[src/rtl/d16_hazard_unit_pkg.sv]
// Shared d16 definitions: opcode encodings, default widths, op-class record.
// Pure declarations; no logic, no latency, no flow control.
// Opcode 0 is the bubble and decodes to no reads and no write.
package d16_hazard_unit_pkg;

    localparam int D16_OP_W    = 8;
    localparam int D16_FIELD_W = 16;

    localparam logic [7:0] OP_NOP = 8'h00;
    localparam logic [7:0] OP_ADD = 8'h01;
    localparam logic [7:0] OP_SUB = 8'h02;
    localparam logic [7:0] OP_SHL = 8'h03;
    localparam logic [7:0] OP_SHR = 8'h04;
    localparam logic [7:0] OP_EQU = 8'h05;
    localparam logic [7:0] OP_STP = 8'h06;
    localparam logic [7:0] OP_JMZ = 8'h07;
    localparam logic [7:0] OP_COP = 8'h08;
    localparam logic [7:0] OP_STR = 8'h09;
    localparam logic [7:0] OP_AFC = 8'h0A;
    localparam logic [7:0] OP_LOD = 8'h0B;
    localparam logic [7:0] OP_LOP = 8'h0C;

    typedef struct packed {
        logic reads_b;
        logic reads_c;
        logic writer;
        logic load;
    } op_class_t;

endpackage

[src/rtl/d16_hazard_unit_if.sv]
// LI/DI-side bus of the hazard unit: incoming op fields plus stall/forward results.
// Wires only; master drives the op, slave (hazard unit) returns en/fwd/stall_cnt.
// Backpressure is the en signal itself: en=0 holds the front end.
interface d16_hazard_unit_if #(
    parameter int OP_W    = 8,
    parameter int FIELD_W = 16,
    parameter int DEPTH   = 3
);
    localparam int FWD_W = $clog2(DEPTH + 1);

    logic [OP_W-1:0]    li_di_op;
    logic [FIELD_W-1:0] li_di_a;
    logic [FIELD_W-1:0] li_di_b;
    logic [FIELD_W-1:0] li_di_c;
    logic               jmp;
    logic [OP_W-1:0]    li_di_op_out;
    logic               en;
    logic [FWD_W-1:0]   fwd_b;
    logic [FWD_W-1:0]   fwd_c;
    logic [15:0]        stall_cnt;

    modport master (
        output li_di_op, li_di_a, li_di_b, li_di_c, jmp,
        input  li_di_op_out, en, fwd_b, fwd_c, stall_cnt
    );

    modport slave (
        input  li_di_op, li_di_a, li_di_b, li_di_c, jmp,
        output li_di_op_out, en, fwd_b, fwd_c, stall_cnt
    );

endinterface

[src/rtl/d16_op_class.sv]
// Opcode decoder: which source fields an op reads, whether it writes, whether it loads.
// Purely combinational, zero latency.
// No flow control; follows its input every cycle.
module d16_op_class
    import d16_hazard_unit_pkg::*;
#(
    parameter int OP_W = D16_OP_W
) (
    input  logic [OP_W-1:0] op,
    output op_class_t       cls
);

    always_comb begin
        cls = '0;
        case (op)
            OP_W'(OP_ADD), OP_W'(OP_SUB), OP_W'(OP_SHL),
            OP_W'(OP_SHR), OP_W'(OP_EQU): begin
                cls.reads_b = 1'b1;
                cls.reads_c = 1'b1;
                cls.writer  = 1'b1;
            end
            OP_W'(OP_STP): begin
                cls.reads_b = 1'b1;
                cls.reads_c = 1'b1;
            end
            OP_W'(OP_JMZ), OP_W'(OP_STR): begin
                cls.reads_b = 1'b1;
            end
            OP_W'(OP_COP): begin
                cls.reads_b = 1'b1;
                cls.writer  = 1'b1;
            end
            OP_W'(OP_AFC): begin
                cls.writer  = 1'b1;
            end
            OP_W'(OP_LOD), OP_W'(OP_LOP): begin
                cls.writer  = 1'b1;
                cls.load    = 1'b1;
            end
            default: cls = '0;
        endcase
    end

endmodule

[src/rtl/d16_hazard_unit.sv]
// Hazard detect + forward select at LI/DI, tracking in-flight writes in a DEPTH shift register.
// en/li_di_op_out/fwd_* are same-cycle combinational; tracker and stall_cnt update on sys_clk.
// Stalls the front end (en=0, bubble out) on a blocking source match; jmp overrides. Macro: D16_FORWARD_EN.
module d16_hazard_unit
    import d16_hazard_unit_pkg::*;
#(
    parameter int OP_W       = D16_OP_W,
    parameter int FIELD_W    = D16_FIELD_W,
    parameter int DEPTH      = 3,
    parameter int LOAD_STAGE = 2
) (
    input  logic            sys_clk,
    input  logic            sys_rst,
    d16_hazard_unit_if.slave bus
);

    typedef struct packed {
        logic               valid;
        logic               load;
        logic [FIELD_W-1:0] dest;
    } trk_entry_t;

    trk_entry_t [DEPTH-1:0] st;
    op_class_t              cls_in;
    op_class_t              cls_out;
    logic [OP_W-1:0]        op_out;
    logic                   en_w;
    logic [DEPTH-1:0]       hit_b;
    logic [DEPTH-1:0]       hit_c;
    logic [DEPTH-1:0]       blk;
    logic [15:0]            stall_cnt;
    logic                   unused_cls;

    // Incoming op decides what is read; the op actually passed on decides what gets recorded.
    d16_op_class #(.OP_W(OP_W)) u_cls_in  (.op(bus.li_di_op), .cls(cls_in));
    d16_op_class #(.OP_W(OP_W)) u_cls_out (.op(op_out),       .cls(cls_out));

    always_comb begin
        hit_b = '0;
        hit_c = '0;
        for (int i = 0; i < DEPTH; i++) begin
            hit_b[i] = cls_in.reads_b && st[i].valid && (st[i].dest == bus.li_di_b);
            hit_c[i] = cls_in.reads_c && st[i].valid && (st[i].dest == bus.li_di_c);
        end
    end

`ifdef D16_FORWARD_EN
    localparam int FWD_W = $clog2(DEPTH + 1);

    logic [FWD_W-1:0] sel_b;
    logic [FWD_W-1:0] sel_c;

    // Only a load that has not yet reached its forwardable stage can block.
    always_comb begin
        blk = '0;
        for (int i = 0; i < DEPTH; i++) begin
            blk[i] = st[i].load && (i < LOAD_STAGE) && (hit_b[i] || hit_c[i]);
        end
    end

    // Scan oldest to youngest so the youngest producer overwrites the selection.
    always_comb begin
        sel_b = '0;
        sel_c = '0;
        for (int i = DEPTH - 1; i >= 0; i--) begin
            if (hit_b[i]) sel_b = FWD_W'(i + 1);
            if (hit_c[i]) sel_c = FWD_W'(i + 1);
        end
    end

    assign bus.fwd_b = en_w ? sel_b : '0;
    assign bus.fwd_c = en_w ? sel_c : '0;
`else
    logic [DEPTH-1:0] unused_load;
    logic [31:0]      unused_cfg;

    assign blk         = hit_b | hit_c;
    assign bus.fwd_b   = '0;
    assign bus.fwd_c   = '0;
    assign unused_cfg  = 32'(LOAD_STAGE);

    always_comb begin
        unused_load = '0;
        for (int i = 0; i < DEPTH; i++) unused_load[i] = st[i].load;
    end
`endif

    assign en_w             = bus.jmp || (blk == '0);
    assign op_out           = en_w ? bus.li_di_op : '0;
    assign bus.en           = en_w;
    assign bus.li_di_op_out = op_out;
    assign bus.stall_cnt    = stall_cnt;
    assign unused_cls       = ^{cls_in.writer, cls_in.load, cls_out.reads_b, cls_out.reads_c};

    always_ff @(posedge sys_clk or negedge sys_rst) begin
        if (!sys_rst) begin
            st        <= '0;
            stall_cnt <= '0;
        end else begin
            for (int i = DEPTH - 1; i > 0; i--) st[i] <= st[i-1];
            st[0] <= trk_entry_t'{valid: cls_out.writer, load: cls_out.load, dest: bus.li_di_a};
            if (!en_w && (stall_cnt != 16'hFFFF)) stall_cnt <= stall_cnt + 16'd1;
        end
    end

endmodule

[src/flat_wrapper.sv]
// flat-port wrapper written by rule: the top's interface ports become plain ports
module d16_hazard_unit_flat import d16_hazard_unit_pkg::*;
#(
    parameter int OP_W       = D16_OP_W,
    parameter int FIELD_W    = D16_FIELD_W,
    parameter int DEPTH      = 3,
    parameter int LOAD_STAGE = 2
)
  (sys_clk, sys_rst, bus_li_di_op, bus_li_di_a, bus_li_di_b, bus_li_di_c, bus_jmp, bus_li_di_op_out, bus_en, bus_fwd_b, bus_fwd_c, bus_stall_cnt);
  d16_hazard_unit_if #(.OP_W(OP_W), .FIELD_W(FIELD_W), .DEPTH(DEPTH)) bus_i ();
  input  logic sys_clk;
  input  logic sys_rst;
  input wire logic [$bits(bus_i.li_di_op)-1:0] bus_li_di_op;
  input wire logic [$bits(bus_i.li_di_a)-1:0] bus_li_di_a;
  input wire logic [$bits(bus_i.li_di_b)-1:0] bus_li_di_b;
  input wire logic [$bits(bus_i.li_di_c)-1:0] bus_li_di_c;
  input wire logic [$bits(bus_i.jmp)-1:0] bus_jmp;
  output wire logic [$bits(bus_i.li_di_op_out)-1:0] bus_li_di_op_out;
  output wire logic [$bits(bus_i.en)-1:0] bus_en;
  output wire logic [$bits(bus_i.fwd_b)-1:0] bus_fwd_b;
  output wire logic [$bits(bus_i.fwd_c)-1:0] bus_fwd_c;
  output wire logic [$bits(bus_i.stall_cnt)-1:0] bus_stall_cnt;
  assign bus_i.li_di_op = bus_li_di_op;
  assign bus_i.li_di_a = bus_li_di_a;
  assign bus_i.li_di_b = bus_li_di_b;
  assign bus_i.li_di_c = bus_li_di_c;
  assign bus_i.jmp = bus_jmp;
  assign bus_li_di_op_out = bus_i.li_di_op_out;
  assign bus_en = bus_i.en;
  assign bus_fwd_b = bus_i.fwd_b;
  assign bus_fwd_c = bus_i.fwd_c;
  assign bus_stall_cnt = bus_i.stall_cnt;
  d16_hazard_unit #(.OP_W(OP_W), .FIELD_W(FIELD_W), .DEPTH(DEPTH), .LOAD_STAGE(LOAD_STAGE)) u_core (.sys_clk(sys_clk), .sys_rst(sys_rst), .bus(bus_i));
endmodule
[config.mk]
export PLATFORM = sky130hd
export DESIGN_NAME = d16_hazard_unit_flat
export DESIGN_NICKNAME = d
export VERILOG_FILES = /design/src/rtl/d16_hazard_unit_pkg.sv /design/src/rtl/d16_hazard_unit_if.sv /design/src/rtl/d16_op_class.sv /design/src/rtl/d16_hazard_unit.sv /design/src/flat_wrapper.sv
export SDC_FILE = /design/constraint.sdc
export NUM_CORES = 1
export LEC_CHECK = 0
export BUFFER_PORTS_ARGS = -buffer_cell sky130_fd_sc_hd__buf_2
export CAP_MARGIN = 30
export CORE_MARGIN = 3
export CORE_UTILIZATION = 49
export DETAILED_ROUTE_END_ITERATION = 8
export PLACE_DENSITY = 0.74
export SYNTH_ARGS = -nofsm -noshare
export SYNTH_HDL_FRONTEND = slang
export SYNTH_SLANG_ARGS = --single-unit
[constraint.sdc]
create_clock -name sys_clk -period 3.14 [get_ports sys_clk]
set_clock_uncertainty 0.15 [all_clocks]
set_input_delay 0.471 -clock sys_clk [delete_from_list [all_inputs] [get_ports sys_clk]]
set_output_delay 0.471 -clock sys_clk [all_outputs]
set_load 0.02 [all_outputs]
* Word-level counts from Yosys, hierarchy flattened
Index checks and enable logic that the tools add are counted.
** Operators by class
- Mux-type cells :: 4
- Reduce and logical (&&, ||, !) cells :: 19
- Add/subtract/negate cells :: 1
- Equality and inequality tests :: 25
- Bitwise logic cells :: 1
** Operator list (number)
- 16-bit == test :: 6
- 8-bit by 3-bit == test with 1-bit output, second input constant :: 6
- 8-bit by 4-bit == test with 1-bit output, second input constant :: 6
- 8-bit by 2-bit == test with 1-bit output, second input constant :: 4
- 9-bit OR reduction :: 2
- 16-bit by 1-bit adder with 16-bit output, second input constant :: 1
- 8-bit by 1-bit == test with 1-bit output, second input constant :: 2
- 16-bit != test, second input constant :: 1
- 1-bit logical AND :: 13
- 8-bit 2-to-1 mux :: 1
- 6-bit OR reduction :: 1
- 3-bit zero test :: 1
- 1-bit 2-to-1 mux :: 3
- 3-bit bitwise OR :: 1
- 1-bit zero test :: 1
- 1-bit logical OR :: 1
** Storage, ports and cells
- Register bits :: 67
- Logic and storage cells :: 57

* Logic depth before layout (Yosys ltp)
Gate-level depths: netlist (run 1).
- Depth after elaboration :: 12
- Mapped depth :: 8
- Gate-level depth less buffers :: 7

* Hierarchy
A second synthesis (run 1) with hierarchy kept.
** Second synthesis, totals
- Cells, all modules :: 312
- Area, all modules :: 3534.6 um2
** Modules (own cells, without submodules)
- d16_hazard_unit :: seq. area each 1676.6 um2, cells each 286, times used 1, area each 3347.0 um2
- d16_op_class :: seq. area each 0.0 um2, cells each 13, times used 2, area each 93.8 um2

* Worst setup path before layout (run 1)
Ideal clock, no wire load.
- Kind :: input port to output port
- From :: input port bus_li_di_op[6]
- To :: output port bus_li_di_op_out[0]
- Cell stages on the path :: 6
- Buffers on the path :: 0
- Slack :: -0.098 ns
- Arrival time :: 2.617 ns
- Cell sequence :: or4_4 or4_4 or4b_4 o2111ai_4 and2_1 nor2b_1
** On the way
- Cells in the longest elaborated chain, start to end :: 9
** RTL lines
- start, declared :: RTL line flat_wrapper.sv:13 : input wire logic [$bits(bus_i.li_di_op)-1:0] bus_li_di_op;
- 8-bit by 4-bit == test with 1-bit output (tied with other cells)
- 9-bit OR reduction (no source line) / 6-bit OR reduction (equally long branches)
- 1-bit 2-to-1 mux :: RTL line d16_op_class.sv:15 : case (op)
- 1-bit logical AND (on tied branches) (2 in series) :: RTL line d16_hazard_unit.sv:42, d16_hazard_unit.sv:43
- 3-bit bitwise OR * :: RTL line d16_hazard_unit.sv:77 : assign blk = hit_b | hit_c;
- 3-bit zero test * :: RTL line d16_hazard_unit.sv:88 : assign en_w = bus.jmp || (blk == '0);
- 1-bit logical OR * :: RTL line d16_hazard_unit.sv:88
- 8-bit 2-to-1 mux * :: RTL line d16_hazard_unit.sv:89 : assign op_out = en_w ? bus.li_di_op : '0;
- end, declared :: RTL line flat_wrapper.sv:18 : output wire logic [$bits(bus_i.li_di_op_out)-1:0] bus_li_di_op_out;
Every way passes the cells marked *; elsewhere a longest branch is shown, timed or not.

* Worst setup path in the final report (run 1)
- From :: register u_core.st[5] (netlist name)
- To :: output port bus_li_di_op_out[3]
** On the way
- Cells in the longest elaborated chain, start to end :: 6
** RTL lines
- start, declared :: RTL line d16_hazard_unit.sv:23 : trk_entry_t [DEPTH-1:0] st;
- 16-bit == test (on tied branches) :: RTL line d16_hazard_unit.sv:42, d16_hazard_unit.sv:43
- 1-bit logical AND (on tied branches) :: RTL line d16_hazard_unit.sv:42, d16_hazard_unit.sv:43
- 3-bit bitwise OR * :: RTL line d16_hazard_unit.sv:77
- 3-bit zero test * :: RTL line d16_hazard_unit.sv:88
- 1-bit logical OR * :: RTL line d16_hazard_unit.sv:88
- 8-bit 2-to-1 mux * :: RTL line d16_hazard_unit.sv:89
Marks and branches as above.

==> results.json, run 1 <==
{
  "setup.worst_path.class": "reg2out",
  "viasPerCell": 5.46,
  "syn_inst": 344,
  "clockBufferDepth": 2,
  "start_kind": "register",
  "grt_pass1_wl_um": 17100,
  "dominantRegCellSynth": "dfrtp_1",
  "met1_length_um": 4520,
  "final_core_util": 0.666,
  "grtUsageTotal": 0.267,
  "place_congestion": 0.933,
  "cts_htree_levels": 3,
  "die_h_um": 93.0,
  "timing.max_cap.violations": 0,
  "wire_per_inst_um": 18.9,
  "io_pins": 88,
  "rsz0062_at_grt": "yes",
  "crit_path_max_fanout": 5,
  "combPwrFrac": 0.175,
  "slowest_stage": "or4_1",
  "clk_pin_slew_ns": 0.08,
  "initial_utilization": 0.509,
  "yosysWarnings": 0,
  "leakage_uw": 0.00203,
  "grt_max_degree": 41,
  "yosys.cell_types.count": 38,
  "drt_pass1_iterations": 5,
  "top_layer": "met4",
  "dp_hpwl_um": 8660,
  "wl_met3_um": 641,
  "failed_checks": "setup timing",
  "slew_violations": 0,
  "status": "finished with violations",
  "diodes": 0,
  "die_w_um": 93.0,
  "power_density_nw_per_um2": 437,
  "min_period_ns": 3.37,
  "insertion_delay_ns": 0.35,
  "drt_iter0_drc": 210,
  "cp.arrival_ns": 2.75,
  "synth-edff-count": 0,
  "portBuffers": 83,
  "hp-class": "in2async",
  "async_flop_share": 1.00,
  "yosysTopAreaCell": "dfrtp_1",
  "path_buf_inv": 2,
  "setup_viol": 5,
  "p_sw_frac": 0.285,
  "area_growth_pct": 30.8,
  "p_seq_frac": 0.440,
  "avgSynthCellArea_um2": 10.8,
  "grt_pass1_vias": 3187,
  "yosys.area.top_type_share": 0.452,
  "rows": 31,
  "numClockSinks": 67,
  "hold_buffers": 0,
  "slew_headroom": 0.547,
  "antenna_found_initial": 0,
  "p_int_uw": 1520,
  "ir_drop_v": 0.000397,
  "final_nets": 528,
  "crit_path_end_kind": "primary output",
  "p_switching_uw": 604,
  "cp_data_required_time_ns": 2.52,
  "hold_viol": 0,
  "fin_crit_sh": 1.07,
  "place_ws_ns": -0.356,
  "crit_path_cell_trace": "buf_4 -> xnor2_1 -> nand4_1 -> or4_1 -> o22a_1 -> o2111ai_4 -> and2_4 -> nor2b_1 -> buf_2",
  "drive_above_1_share": 0.357,
  "overflow": 0,
  "synth.area.top_cells": "dfrtp_1 45%, xnor2_1 22%, nand4_1 7.2%, xor2_1 3.5%, nand3_2 1.9%",
  "drc": 0,
  "worstMarginPinSlew_ns": 0.680,
  "cts_tree": "yes",
  "wl_um": 10800,
  "route.met2.wl_um": 5530,
  "layout_setup_ws_ns": -0.228,
  "ys_seq_area_frac": 0.452,
  "slowest_delay_ns": 0.55,
  "ys_ff_latch": 67,
  "crit_family": "simple AND/OR/NAND/NOR gates",
  "vias": 3125,
  "ant_nets": 0,
  "core_region_area_um2": 7290,
  "numCtsBuffers": 9,
  "syn_area_um2": 3710,
  "clockRootBuffer": "clkbuf_8",
  "clkPwrFrac": 0.386,
  "die_area_um2": 8660,
  "fmax_ghz": 0.297
}
## layout make-up
class                   instances  area [um^2]
clock buffers                   9          124
well taps                      99          124
fillers                       616         2430
flip-flops and latches         67         1680
inverters                       4         15.0
clock inverters                 7          100
repair buffers                121          748
multi-input cells             265         2070
## state kept, by name, summed over array words and instances (netlist names)
name,cells
u_core.st,51
u_core.bus.stall_cnt,16
## layer usage
| layer | GRT usage | vias up |
|---|---|---|
| li1 | - | 1476 |
| met1 | 0.352 | 1535 |
| met2 | 0.453 | 104 |
| met3 | 0.0467 | 10 |
| met4 | 0.0757 | 0 |
| met5 | 0 | - |
## cells in the final DEF, fill, tap and decap left out, types with 3 or more instances in the layout
cell type  Yosys  routed
nor3_1         8       8
nand3_2        7       7
nor2_1        12      12
inv_1          4       4
or4_1          6       4
nand4_1       43      43
conb_1         1       4
or4b_4         1       4
nor4_1         6       5
dfrtp_1       67      65
buf_2          1      78
xnor2_1       95      87
xor2_1        15      15
or4_4          2       4
clkbuf_8       0       9
and3_1         8       8
mux2i_1        4       4
nor2b_1        6       3
nand2_1       12      12
buf_6          0       6
nand3_1        7       7
buf_4          4      36
o21ai_0        4       3
xnor2_2        0       8
a21oi_1        6       6
## final timing paths
kind / from / slack (ns) / cells past startpoint / endpoint
hold / removal: sys_rst / 0.006 / 1 / u_core.st[29]$_DFF_PN0_
setup reg to reg: u_core.st[5]$_DFF_PN0_ / 0.30 / 9 / u_core.bus.stall_cnt[13]$_DFFE_PN0P_
min in group sys_clk: bus_li_di_a[0] / 0.07 / 1 / u_core.st[0]$_DFF_PN0_
hold reg to reg: u_core.st[35]$_DFF_PN0_ / 0.26 / 0 / u_core.st[53]$_DFF_PN0_
setup / recovery: u_core.st[5]$_DFF_PN0_ / -0.23 / 9 / bus_li_di_op_out[3]
max in group asynchronous: sys_rst / 2.18 / 2 / u_core.st[10]$_DFF_PN0_
## repair_timing
| item | in CTS | in global routing |
|---|---|---|
| buffers inserted | 3 | 3 |
| gates cloned | 0 | 0 |
| gates resized for setup | 20 | 8 |
| setup endpoints to repair | 5 | 5 |
| pin swaps | 13 | 11 |
## kinds of logic after synthesis
group | after synthesis | share of synthesized area
compound gates | 16 | 0.0317
xor+xnor | 110 | 0.260
fa+ha+maj | 1 | 0.00337
buf+inv | 15 | 0.0239
flops | 67 | 0.452
mux | 4 | 0.0108
other cells | 1 | 0.00101
simple gates | 130 | 0.218
## power by group through the flow
stage               clock network (uW)  registers [uW]  logic, uW
floorplan                            0             940        168
global placement                     0             945        345
detailed placement                   0             947        345
CTS                                835             931        361
global route                       874             937        395
finish                             818             932        370
## cell usage after synthesis, types with 2 or more instances
master    instances
clkbuf_1          5
and3_1            8
nand4_1          43
a21oi_1           6
nor3b_1           2
xor2_1           15
nand3_1           7
o21ai_0           4
or4_4             2
nand3b_1          2
or4_1             6
nand3_2           7
nor4_1            6
nor3_1            8
xnor2_1          95
nand2_1          12
or4b_2            3
nor2_1           12
inv_1             4
dfrtp_1          67
mux2i_1           4
buf_4             4
nor2b_1           6
nand4b_1          2
## stage by stage
step / TNS, ns / power [uW] / cell area, um^2 / hold slack, ns / instances
floorplan: -0.235 / 1110 / 3740 / 0.0254 / 347
global placement: -2.65 / 1290 / 4460 / 0.264 / 550
detailed placement: -3.80 / 1290 / 4460 / 0.248 / 550
CTS: -1.04 / 2130 / 4800 / 0.0144 / 569
global route: -1.30 / 2210 / 4860 / 0.0370 / 572
finish: -1.02 / 2120 / 4860 / 0.00613 / 572
Power figures use the tool's default switching activity.
==> run 2, diff against run 1 <==
--- a/config.mk
+++ b/config.mk
@@ -8,9 +8,9 @@
 export BUFFER_PORTS_ARGS = -buffer_cell sky130_fd_sc_hd__buf_2
 export CAP_MARGIN = 30
 export CORE_MARGIN = 3
-export CORE_UTILIZATION = 49
+export CORE_UTILIZATION = 50
 export DETAILED_ROUTE_END_ITERATION = 8
-export PLACE_DENSITY = 0.74
+export PLACE_DENSITY = 0.72
 export SYNTH_ARGS = -nofsm -noshare
 export SYNTH_HDL_FRONTEND = slang
 export SYNTH_SLANG_ARGS = --single-unit
==> constraint.sdc (replaced) <==
create_clock -name sys_clk -period 3.9 [get_ports sys_clk]
set_clock_uncertainty 0.15 [all_clocks]
set_input_delay 0.585 -clock sys_clk [delete_from_list [all_inputs] [get_ports sys_clk]]
set_output_delay 0.585 -clock sys_clk [all_outputs]
set_load 0.02 [all_outputs]
==> run 2 against run 1 <==
Effect of this change: the flow now finishes without violations; cell area is 9.4% lower; sequential power is 19% lower; final cell count is 6.8% lower; sequential share of layout area is 3.5 points higher; sequential cell count stayed put; critical path depth is 2 lower; utilization is 3.6 points lower; non-clock buffer count is 35 lower; global-route usage is 0.18 points lower; critical path type is now in2out; highest routed layer unchanged.
==> results.json, run 2 (synthesis gave the netlist of run 1 again) <==
{
  "largest_reg_flops": 51,
  "clockBufferDepth": 2,
  "reg2reg_depth": 8,
  "min_period_ns": 3.72,
  "core_region_area_um2": 6980,
  "regMostFlops": "u_core.st",
  "cts_tree": "yes",
  "clockRootBuffer": "clkbuf_8",
  "fmax_ghz": 0.269,
  "fin_area_um2": 4400,
  "slew_violations": 0,
  "clk_pin_slew_ns": 0.08,
  "die_area_um2": 8490,
  "start_kind": "primary input",
  "place_congestion": 0.938,
  "cts_htree_levels": 3,
  "leakage_uw": 0.00176,
  "die_w_um": 92.2,
  "numClockSinks": 67,
  "rsz0062_at_grt": "no",
  "grtUsageTotal": 0.265,
  "largestRegisters": "u_core.st (51), u_core.bus.stall_cnt (16)",
  "portBuffers": 83,
  "fillCellCount": 623,
  "hold_buffers": 0,
  "worstMarginPinSlew_ns": 0.774,
  "wl_um": 10600,
  "drt_pass1_iterations": 5,
  "antenna_found_initial": 0,
  "area_growth_pct": 18.5,
  "drt_iter0_drc": 183,
  "vias": 2993,
  "power_density_nw_per_um2": 357,
  "final_common_cell": "xnor2_1",
  "initial_utilization": 0.532,
  "setup_viol": 0,
  "fin_crit_sh": 0.953,
  "grt_pass1_wl_um": 16800,
  "wire_per_inst_um": 19.9,
  "setup_tns_ns": 0,
  "ir_drop_v": 0.000252,
  "crit_path_cell_trace": "buf_2 -> or4_4 -> or4_4 -> or4b_2 -> o31a_1 -> a31o_2 -> buf_2",
  "final_nets": 493,
  "setup.worst_path.class": "in2out",
  "viasPerCell": 5.62,
  "diodes": 0,
  "final_cell_mix": "95 x xnor2_1, 83 x buf_2, 67 x dfrtp_1",
  "postCtsSetupBuffers": 0,
  "crit_path_end_kind": "primary output",
  "cp_data_required_time_ns": 3.16,
  "placed_area_um2": 4210,
  "p_total_uw": 1570,
  "overflow": 0,
  "slowest_stage": "or4b_2",
  "crit_path_max_fanout": 6,
  "cp.arrival_ns": 2.98,
  "hold_viol": 0,
  "drc": 0,
  "grt_pass1_vias": 3052,
  "insertion_delay_ns": 0.36,
  "slew_headroom": 0.483,
  "slowest_delay_ns": 0.68,
  "drive_above_1_share": 0.265,
  "io_pins": 88,
  "cts.repair.resized": 0,
  "ant_nets": 0,
  "grt_max_degree": 28,
  "status": "finished clean",
  "timing.max_cap.violations": 0,
  "numCtsBuffers": 9,
  "hp-class": "in2async",
  "rows": 30,
  "dp_hpwl_um": 8580,
  "die_h_um": 92.2
}
-- run 2: cell types whose count changed in the layout (fill, tap and decap cells not counted), sizes merged --
| cell | delta |
|---|---|
| buf | -35 |
| bufinv | -1 |
| clkinvlp | +2 |
| inv | -2 |
-- run 2: stage by stage --
stage | hold slack, ns | setup slack [ns] | util | cells
after floorplan | 0.139 | 0.434 | - | 347
after global placement | 0.271 | 0.205 | 0.603 | 518
after detailed placement | 0.275 | 0.186 | 0.603 | 518
after CTS | 0.00839 | 0.172 | 0.630 | 533
after global routing | 0.0195 | 0.0424 | 0.630 | 533
final | 0.0102 | 0.183 | 0.630 | 533
-- run 2: worst max-delay path, delay by kind of cell --
family	cells	cell delay [ns]
compound gates	2	0.34
buf+inv	2	0.25
simple gates	3	1.79
-- run 2: area by class of cell --
cell class	instances	area [um^2]	share of cell area
clock buffers	9	124	0.0282
clock inverters	6	67.6	0.0154
repair buffers	86	438	0.0995
well taps	96	120	0.0273
flip-flops and latches	67	1680	0.381
inverters	4	15.0	0.00341
multi-input cells	265	1960	0.445
-- run 2: power by group --
part	leakage [uW]	total [uW]	switching, uW	internal (uW)
sequential	0.000824	751	30.8	721
combinational	0.000847	248	148	100
clock	0.0000913	569	277	292
total	0.00176	1570	456	1110
-- run 2: layer usage --
layer  GRT usage  vias up  share of wire
met5           0        -              0
met4      0.0891        0          0.023
met3      0.0640       21          0.072
met2       0.403      132           0.46
met1       0.372     1448           0.44
li1            -     1392              -
-- run 2: path summary, 6_finish.rpt --
path	from	end	slack [ns]
setup / recovery	bus_li_di_op[6]	bus_en	0.18
hold / removal	sys_rst	u_core.st[28]$_DFF_PN0_	0.01
setup reg to reg	u_core.st[45]$_DFF_PN0_	u_core.bus.stall_cnt[9]$_DFFE_PN0P_	0.90
hold reg to reg	u_core.st[3]$_DFF_PN0_	u_core.st[21]$_DFF_PN0_	0.29
max in group asynchronous	sys_rst	u_core.bus.stall_cnt[1]$_DFFE_PN0P_	2.88
min in group sys_clk	bus_li_di_a[4]	u_core.st[4]$_DFF_PN0_	0.18
